### src/rtl/hazard_pkg.sv
`default_nettype none
// ============================================================================
//  Module      : hazard_pkg
//  Description : Shared definitions for the branch/load/mult-div hazard
//                controller: FSM state encoding, register-zero constant and
//                the producer/consumer register match helper.
//  Revision    : 1.0 - initial release
// ============================================================================
package hazard_pkg;

  typedef enum logic [1:0] {
    ST_RUN     = 2'd0,
    ST_LDSTALL = 2'd1,
    ST_MDWAIT  = 2'd2
  } state_e;

  // Register 0 is hard-wired to zero and never creates a dependency.
  localparam logic [4:0] REG_ZERO = 5'd0;

  // Extra stall cycles after the detect cycle for a branch behind an EX load.
  localparam logic [1:0] LD_STALL_INIT = 2'd1;

  // A producer matters only if it writes a nonzero register read by ID.
  function automatic logic src_match(input logic [4:0] rs,
                                     input logic [4:0] rt,
                                     input logic [4:0] rd,
                                     input logic       we);
    return we && (rd != REG_ZERO) && ((rd == rs) || (rd == rt));
  endfunction

endpackage
`default_nettype wire

### src/rtl/branch_hazard_ctrl_md_watchdog.sv
`default_nettype none
// ============================================================================
//  Module      : md_watchdog
//  Description : Saturating cycle counter that flags when a mult/div
//                operation has been outstanding for MD_TIMEOUT cycles.
//  Revision    : 1.0 - initial release
// ============================================================================
module md_watchdog #(
  parameter int MD_TIMEOUT = 40
) (
  input  logic clk,
  input  logic rst_n,
  input  logic clear,
  input  logic enable,
  output logic expired
);

  localparam int              W     = (MD_TIMEOUT < 1) ? 1 : $clog2(MD_TIMEOUT + 1);
  localparam logic [W-1:0]    LIMIT = W'(MD_TIMEOUT);

  logic [W-1:0] cnt_q, cnt_d;

  // Next count: clear wins, otherwise count up and stick at the limit.
  always_comb begin
    cnt_d = cnt_q;
    if (clear) begin
      cnt_d = '0;
    end else if (enable && (cnt_q != LIMIT)) begin
      cnt_d = cnt_q + W'(1);
    end
  end

  // Counter register.
  always_ff @(posedge clk or negedge rst_n) begin
    if (!rst_n) begin
      cnt_q <= '0;
    end else begin
      cnt_q <= cnt_d;
    end
  end

  assign expired = (cnt_q == LIMIT);

endmodule
`default_nettype wire

### src/rtl/branch_hazard_ctrl.sv
`default_nettype none
// ============================================================================
//  Module      : branch_hazard_ctrl
//  Description : Pipeline hazard controller for ID-stage branches, load-use
//                dependencies and multi-cycle mult/div operations. Stalls are
//                combinational (same-cycle) and driven from a 3-state FSM.
//                Optional macro HAZARD_PERF_CNT_EN adds a saturating 32-bit
//                stall_cycles performance counter output.
//  Revision    : 1.0 - initial release
// ============================================================================
module branch_hazard_ctrl
  import hazard_pkg::*;
#(
  parameter int MD_TIMEOUT = 40
) (
  input  logic        clk,
  input  logic        rst_n,
  input  logic [4:0]  id_rs,
  input  logic [4:0]  id_rt,
  input  logic        id_is_branch,
  input  logic        id_is_md,
  input  logic [4:0]  ex_rd,
  input  logic        ex_we,
  input  logic        ex_is_load,
  input  logic [4:0]  mem_rd,
  input  logic        mem_we,
  input  logic        mem_is_load,
  input  logic        branch_taken,
  input  logic        md_done,
  output logic        pc_we,
  output logic        ifid_we,
  output logic        ifid_flush,
  output logic        idex_flush,
  output logic        md_go,
  output logic        md_err,
  output logic [1:0]  state
`ifdef HAZARD_PERF_CNT_EN
  ,
  output logic [31:0] stall_cycles
`endif
);

  state_e     state_q, state_d;
  logic [1:0] cnt_q, cnt_d;
  logic       md_err_q, md_err_d;
  logic       ex_hit, mem_hit, hz1, hz2;
  logic       stall, md_go_w, wd_clear, wd_en, wd_expired;

  // Hazard detection against the EX and MEM producers.
  always_comb begin
    ex_hit  = src_match(id_rs, id_rt, ex_rd, ex_we);
    mem_hit = src_match(id_rs, id_rt, mem_rd, mem_we);
    hz2     = id_is_branch & ex_hit & ex_is_load;
    hz1     = (id_is_branch & mem_hit & mem_is_load) |
              (~id_is_branch & ex_hit & ex_is_load);
  end

  // Next-state and stall decision; load hazards outrank mult/div start.
  always_comb begin
    state_d  = state_q;
    cnt_d    = cnt_q;
    md_err_d = md_err_q;
    stall    = 1'b0;
    md_go_w  = 1'b0;
    wd_clear = 1'b0;
    wd_en    = 1'b0;
    case (state_q)
      ST_RUN: begin
        if (hz2) begin
          stall   = 1'b1;
          cnt_d   = LD_STALL_INIT;
          state_d = ST_LDSTALL;
        end else if (hz1) begin
          stall = 1'b1;
        end else if (id_is_md) begin
          stall    = 1'b1;
          md_go_w  = 1'b1;
          wd_clear = 1'b1;
          state_d  = ST_MDWAIT;
        end
      end
      ST_LDSTALL: begin
        if (cnt_q != 2'd0) begin
          stall = 1'b1;
          cnt_d = cnt_q - 2'd1;
          if (cnt_q == 2'd1) begin
            state_d = ST_RUN;
          end
        end else begin
          state_d = ST_RUN;
        end
      end
      ST_MDWAIT: begin
        if (md_done) begin
          state_d = ST_RUN;
        end else if (wd_expired) begin
          md_err_d = 1'b1;
          state_d  = ST_RUN;
        end else begin
          stall = 1'b1;
          wd_en = 1'b1;
        end
      end
      default: begin
        state_d = ST_RUN;
      end
    endcase
  end

  // FSM, load-stall counter and sticky error registers.
  always_ff @(posedge clk or negedge rst_n) begin
    if (!rst_n) begin
      state_q  <= ST_RUN;
      cnt_q    <= 2'd0;
      md_err_q <= 1'b0;
    end else begin
      state_q  <= state_d;
      cnt_q    <= cnt_d;
      md_err_q <= md_err_d;
    end
  end

  md_watchdog #(
    .MD_TIMEOUT (MD_TIMEOUT)
  ) u_md_watchdog (
    .clk     (clk),
    .rst_n   (rst_n),
    .clear   (wd_clear),
    .enable  (wd_en),
    .expired (wd_expired)
  );

  assign pc_we      = ~stall;
  assign ifid_we    = ~stall;
  assign idex_flush = stall;
  assign ifid_flush = ~stall & id_is_branch & branch_taken;
  // Start pulse is suppressed while reset is held.
  assign md_go      = md_go_w & rst_n;
  assign md_err     = md_err_q;
  assign state      = state_q;

`ifdef HAZARD_PERF_CNT_EN
  logic [31:0] stall_cycles_q, stall_cycles_d;

  // Saturating count of stall cycles.
  always_comb begin
    stall_cycles_d = stall_cycles_q;
    if (stall && (stall_cycles_q != 32'hFFFF_FFFF)) begin
      stall_cycles_d = stall_cycles_q + 32'd1;
    end
  end

  // Performance counter register.
  always_ff @(posedge clk or negedge rst_n) begin
    if (!rst_n) begin
      stall_cycles_q <= 32'd0;
    end else begin
      stall_cycles_q <= stall_cycles_d;
    end
  end

  assign stall_cycles = stall_cycles_q;
`endif

endmodule
`default_nettype wire
### config.mk
export PLATFORM = sky130hd
export DESIGN_NAME = branch_hazard_ctrl
export DESIGN_NICKNAME = d
export VERILOG_FILES = /design/src/rtl/hazard_pkg.sv /design/src/rtl/branch_hazard_ctrl_md_watchdog.sv /design/src/rtl/branch_hazard_ctrl.sv
export SDC_FILE = /design/constraint.sdc
export NUM_CORES = 1
export LEC_CHECK = 0
export ABC_AREA = 0
export BUFFER_PORTS_ARGS = -buffer_cell sky130_fd_sc_hd__buf_4
export CAP_MARGIN = 40
export CORE_MARGIN = 2
export CORE_UTILIZATION = 51
export DETAILED_ROUTE_END_ITERATION = 6
export PLACE_DENSITY = 0.84
export SKIP_LAST_GASP = 1
export SLEW_MARGIN = 10
export SYNTH_ARGS = -nofsm -noshare
export SYNTH_HDL_FRONTEND = slang
export SYNTH_SLANG_ARGS = --single-unit
### constraint.sdc
create_clock -name clk -period 3.7 [get_ports clk]
set_clock_uncertainty 0.1 [all_clocks]
set_input_delay 0.185 -clock clk [delete_from_list [all_inputs] [get_ports clk]]
set_output_delay 0.185 -clock clk [all_outputs]
set_load 0.01 [all_outputs]
## After elaboration in Yosys (flattened, before gate mapping)

Cells that the tools add are included.

| operators by class | value |
|---|---|
| $add $sub $neg | 2 |
| equality and inequality tests | 15 |
| muxes and demuxes | 24 |
| bitwise logic cells | 13 |
| reduce and logical (&&, ||, !) cells | 16 |

Operators by type and width:

| operator | number |
|---|---|
| $eq A5 B5 Y1 | 4 |
| $mux W2 | 9 |
| $mux W6 | 2 |
| $mux W1 | 10 |
| $reduce_bool A5 Y1 | 2 |
| $and A1 B1 Y1 | 9 |
| $ne A3 B3 Y1 const B | 3 |
| $add A6 B1 Y6 const B | 1 |
| $eq A6 B6 Y1 const B | 1 |
| $ne A6 B6 Y1 const B | 1 |
| $pmux W2 S3 | 1 |
| $reduce_and A3 Y1 | 2 |
| $reduce_bool A2 Y1 | 3 |
| $logic_and A1 B1 Y1 | 5 |
| $eq A2 B1 Y1 const B | 2 |
| $ne A2 B2 Y1 const B | 2 |
| $pmux W2 S2 | 1 |
| $reduce_and A4 Y1 | 1 |
| $ne A3 B2 Y1 const B | 1 |
| $not A1 Y1 | 3 |
| $pmux W1 S3 | 1 |
| $eq A2 B2 Y1 const B | 1 |
| $logic_not A2 Y1 | 1 |
| $logic_or A1 B1 Y1 | 2 |
| other kinds (2) | 2 |

| word-level totals | value |
|---|---|
| flip-flop bits (word level) | 11 |
| input bits | 30 |
| output and inout bits | 8 |

## Longest topological paths before layout

| depth | value |
|---|---|
| depth in word-level cells | 12 |
| gate-level depth with buffers | 7 |
| mapped depth without buffers | 7 |

## By module

A second synthesis with hierarchy kept.

| second synthesis, totals | value |
|---|---|
| cell total of the unflattened synthesis | 113 |
| area, all modules | 999.7 um^2 |

Modules (own cells, without submodules):

| module | times used | cells an instance | area each (um^2) | sequential area each (um^2) |
|---|---|---|---|---|
| branch_hazard_ctrl | 1 | 72 | 595.6 | 125.1 |
| md_watchdog | 1 | 41 | 404.1 | 150.1 |

## Worst setup path before layout

No wires, ideal clock.

| path | value |
|---|---|
| path kind | input port to output port |
| start | in ex_rd[0] |
| end | out pc_we |
| arrival | 1.729 ns |
| required time | 3.415 ns |
| slack | 1.686 ns |
| stages | 5 |
| path through | or3_1 -> o311a_4 -> a22o_2 -> a21boi_0 -> buf_4 |

| between the ends | value |
|---|---|
| longest elaborated chain between the ends | 10 |

Ends and longest elaborated chain:

| item | line | source |
|---|---|---|
| from (decl) | branch_hazard_ctrl.sv:22 | `input logic [4:0] ex_rd,` |
| $eq A5 B5 Y1 or $reduce_bool A5 Y1 (tied branches) | hazard_pkg.sv:28 | `return we && (rd != REG_ZERO) && ((rd == rs) \|\| (rd == rt));` |
| $logic_or A1 B1 Y1 or $logic_and A1 B1 Y1 (tied branches) | hazard_pkg.sv:28 |  |
| $logic_and A1 B1 Y1 * | hazard_pkg.sv:28 |  |
| $and A1 B1 Y1 (2 in series) | branch_hazard_ctrl.sv:55 | `(~id_is_branch & ex_hit & ex_is_load);` |
| $or A1 B1 Y1 | branch_hazard_ctrl.sv:54 | `hz1 = (id_is_branch & mem_hit & mem_is_load) \|` |
| $mux W1 | branch_hazard_ctrl.sv:73 | `end else if (hz1) begin` |
| $mux W1 * | branch_hazard_ctrl.sv:69 | `if (hz2) begin` |
| $pmux W1 S3 * | branch_hazard_ctrl.sv:67 | `case (state_q)` |
| $not A1 Y1 * | - |  |
| to (decl) | branch_hazard_ctrl.sv:30 | `output logic pc_we,` |

Mark *: on every way between the ends. The rest lies on a longest branch, timed or not.

## Worst setup path in the final report

| path | value |
|---|---|
| start | reg state_q[0] (netlist: state[0]) |
| end | out pc_we |

| between the ends | value |
|---|---|
| longest elaborated chain between the ends | 3 |

Ends and longest elaborated chain:

| item | line | source |
|---|---|---|
| from (decl) | branch_hazard_ctrl.sv:43 | `state_e state_q, state_d;` |
| from (signal assigned) | branch_hazard_ctrl.sv:117 | `state_q <= state_d;` |
| $eq A2 B2 Y1 (tied with other cells) | branch_hazard_ctrl.sv:67 |  |
| $pmux W1 S3 * | branch_hazard_ctrl.sv:67 |  |
| $not A1 Y1 * | branch_hazard_ctrl.sv:133 | `assign pc_we = ~stall;` |

Marked as above.

==> qor.csv <==
stage;metric;value;unit
cts;Num CTS Buffers;3;
global_routing;global routing usage on met1;20.1;%
finish;n_diodes;0;
global_routing;number of antenna violations at the first check in global routing;0;
power;switching fraction of total power;34.9;%
cts;clock-pin slew on the worst setup and hold paths;0.07;ns
global_routing;overall track demand over capacity in global routing;20.7;%
cts;clock sink total;11;
timing;Fmax;0.419;GHz
run_status;outcome;completed;
synth;proportion of register bits with asynchronous set or reset after synthesis;100;%
synth;top cells by area in the synthesized netlist;sky130_fd_sc_hd__dfrtp_1, sky130_fd_sc_hd__xnor2_1, sky130_fd_sc_hd__ha_1, sky130_fd_sc_hd__nand2_1, sky130_fd_sc_hd__nor2_1;
synth;portion of synthesized cell area occupied by the leading cell type;29.3;%
run;MaxCap Viol Count;0;
cts;source-to-sink clock delay at the later pin of the worst-skew pair;0.27;ns
power;highest ir drop seen on vdd;215;uV
synth;part of the Yosys area used for sequential elements;29.3;%
global_routing;total congestion overflow after global routing;0;
placement;quantity of I/O buffers inserted on ports;37;
power;Comb pwr share;44.5;%
hold_path;Hold/Removal Path Class;input pin to async pin;
detailed_routing;DRT iter0 DRCs;9;
die;Vert. Die Dim;46.9;um
placement;total half-perimeter wirelength after legalization and detailed placement;1.79;mm
global_routing;global routing usage on met2;38.4;%
synth;post-synth design cell area;938;um2
synth;instance count of the mapped netlist;105;
setup_path;highest net fanout along the worst path;8;
synth;count leader, synth;sky130_fd_sc_hd__xnor2_1;
finish;area of all sequential standard cells;275;um2
setup_path;CP startpoint kind;register;
power;net load switching power;0.000148;W
timing;fin. max-slew vios;0;
timing;count of endpoints failing setup in the final report;0;
synth;most frequent cells after synthesis;sky130_fd_sc_hd__xnor2_1, sky130_fd_sc_hd__nand2_1, sky130_fd_sc_hd__dfrtp_1, sky130_fd_sc_hd__nor2_1, sky130_fd_sc_hd__nand3_1;
setup_path;arrival time reported for the critical path endpoint;2.10;ns
cts;post-CTS repair timing setup buffer count;0;
finish;fill cell total of the finished layout;139;
timing;Sum Neg Setup Slack;0;ns
die;# rows;15;
detailed_routing;number of nets with antenna violations after detailed routing;0;
timing;Min Clock Period, post-route;2.39;ns
global_routing;global-route wire length before repair;3.16;mm
setup_path;Setup crit end kind;primary output;
global_routing;number of global-route vias before repair;836;
cts;number of H-tree branching levels;1;
finish;layout net count;181;
setup_path;WP data required;3.41;ns
detailed_routing;average wire per cell in the routed design;13.1;um
synth;post-synthesis average cell area;8.94;um2
timing;unrepaired setup endpoints after global routing;false;
die;overall die width;46.9;um
detailed_routing;Via Count;911;
placement;weighted congestion at the end of routability-driven global placement;0.870;
synth;cell type contributing the most total cell area after synthesis;sky130_fd_sc_hd__dfrtp_1;
global_routing;highest-utilization routing layer at the global route stage;met2;
die;io pins;38;
die;effective utilization at floorplan;54.3;%
synth;post-synthesis sequential element count;11;
finish;multi-input logic area;641;um2
die;placeable core region;0.00173;mm2
die;DIE AREA;0.00220;mm2
cts;clock root cell;sky130_fd_sc_hd__clkbuf_4;
timing;final period utilization;64.5;%
cts;maximum clock path buffer count;2;
finish;layout overhead on the synthesized area;36.0;%
power;internal power component;0.000276;W
finish;share of post-route cells with drive strength above 1;33.6;%
cts;clock tree from TritonCTS;built;
detailed_routing;final wirelength;2.24;mm
timing;relative slew slack;57.0;%
synth;number of enable-type register cells in the synthesized netlist;0;
timing;final worst hold slack;0.170;ns
synth;most used flip-flop cell after synthesis;sky130_fd_sc_hd__dfrtp_1;
synth;Synthesized Nets;139;
global_routing;met3 usage in global routing;5.77;%
power;clock network fraction of design power;18.9;%
setup_path;class of the most critical setup path;register to primary output;
synth;count of yosys warnings during synthesis;0;
global_routing;largest net degree at the start of global routing;13;
detailed_routing;DR DRC count;0;
timing;transition time at the pin with the least slew margin;0.644;ns
synth;post-synth cell types;31;
power;share of power burned in registers;36.6;%
detailed_routing;vias per cell;5.33;
timing;number of endpoints with negative hold slack in the final report;0;
detailed_routing;total iterations of the first detailed-routing run;4;
power;PwrDens;332;mW/mm2
power;static leakage;0.584;nW
cells in the final DEF (no fill, tap or decap), drive strengths merged, types with 2 or more instances in the layout:
master	n
nand4	2
ha	4
clkbuf	4
buf	37
dfrtp	11
o311a	2
and3	2
xor2	2
nand2	12
nand3	7
inv	4
a21bo	2
xnor2	22
nor2	11
o22ai	2
nor3b	2
a21oi	6
worst max-delay path, stage by stage, from the launching register on:
cell	delay, ns
sky130_fd_sc_hd__dfrtp_1	0.45
sky130_fd_sc_hd__nor3b_1	0.57
sky130_fd_sc_hd__a21bo_2	0.33
sky130_fd_sc_hd__and3_1	0.19
sky130_fd_sc_hd__a21boi_0	0.14
sky130_fd_sc_hd__buf_4	0.16
power groups by stage:
| stage | clock network [W] | logic, W | registers [W] |
|---|---|---|---|
| floorplan | 0 | 0.000116 | 0.000154 |
| global placement | 0 | 0.000179 | 0.000156 |
| detailed placement | 0 | 0.000186 | 0.000157 |
| CTS | 0.0000839 | 0.000188 | 0.000154 |
| global route | 0.0000886 | 0.000205 | 0.000156 |
| finish | 0.0000801 | 0.000188 | 0.000155 |
logic make-up after synthesis:
logic type               after synthesis  synth area share [%]
buffers and inverters                  5                  2.40
AO/OA/AOI/OAI                         19                  17.9
flip-flops                            11                  29.3
multiplexers                           1                  1.20
XOR/XNOR                              24                  22.4
AND/OR/NAND/NOR                       41                  21.5
adder cells (fa/ha/maj)                4                  5.33
flip-flops by register name, summed over array words and instances, names as in the netlist:
signal,flops
cnt_q,2
u_md_watchdog.cnt_q,6
state,2
md_err,1
what timing repair did:
action                    4_1_cts  5_1_grt
resized for setup               0        0
hold buffers                    1        0
hold endpoints to repair       11        0
stage by stage:
| stage | power (W) | utilization [%] | setup slack, ns | instances | instance area [um2] |
|---|---|---|---|---|---|
| after floorplan | 0.000270 | - | 1.69 | 105 | 938 |
| after global placement | 0.000334 | 71.8 | 1.65 | 166 | 1240 |
| after detailed placement | 0.000342 | 71.8 | 1.65 | 166 | 1240 |
| after CTS | 0.000427 | 73.9 | 1.31 | 171 | 1280 |
| after global routing | 0.000450 | 73.9 | 1.22 | 171 | 1280 |
| final | 0.000423 | 73.9 | 1.31 | 171 | 1280 |
layer usage:
metal | up-vias | share of wire, % | routed length [um]
met2 | 33 | 50 | 1110
met1 | 422 | 41 | 919
met4 | 0 | 2.8 | 63
met3 | 7 | 6.2 | 139
li1 | 449 | - | -
met5 | - | 0 | 0
final cells by class:
class / instances / share of cell area [%]
inverter: 4 / 1.18
tap: 25 / 2.45
multi-input combinational: 89 / 50.2
timing repair buffer: 38 / 22.5
clock buffer: 4 / 2.06
sequential: 11 / 21.6
path summary, 6_finish.rpt:
| path | start | to | slack, ns | cells past startpoint |
|---|---|---|---|---|
| setup / recovery | state[0]$_DFFE_PN0P_ | pc_we | 1.31 | 5 |
| hold / removal | rst_n | u_md_watchdog.cnt_q[5]$_DFFE_PN0P_ | 0.17 | 2 |
| setup reg to reg | state[0]$_DFFE_PN0P_ | u_md_watchdog.cnt_q[5]$_DFFE_PN0P_ | 1.91 | 5 |
| hold reg to reg | md_err$_DFFE_PN0P_ | md_err$_DFFE_PN0P_ | 0.40 | 1 |
| max in group asynchronous | rst_n | cnt_q[1]$_DFFE_PN0P_ | 3.18 | 2 |
| min in group clk | md_done | u_md_watchdog.cnt_q[1]$_DFFE_PN0P_ | 0.20 | 4 |
(Power assumes the default switching activity.)
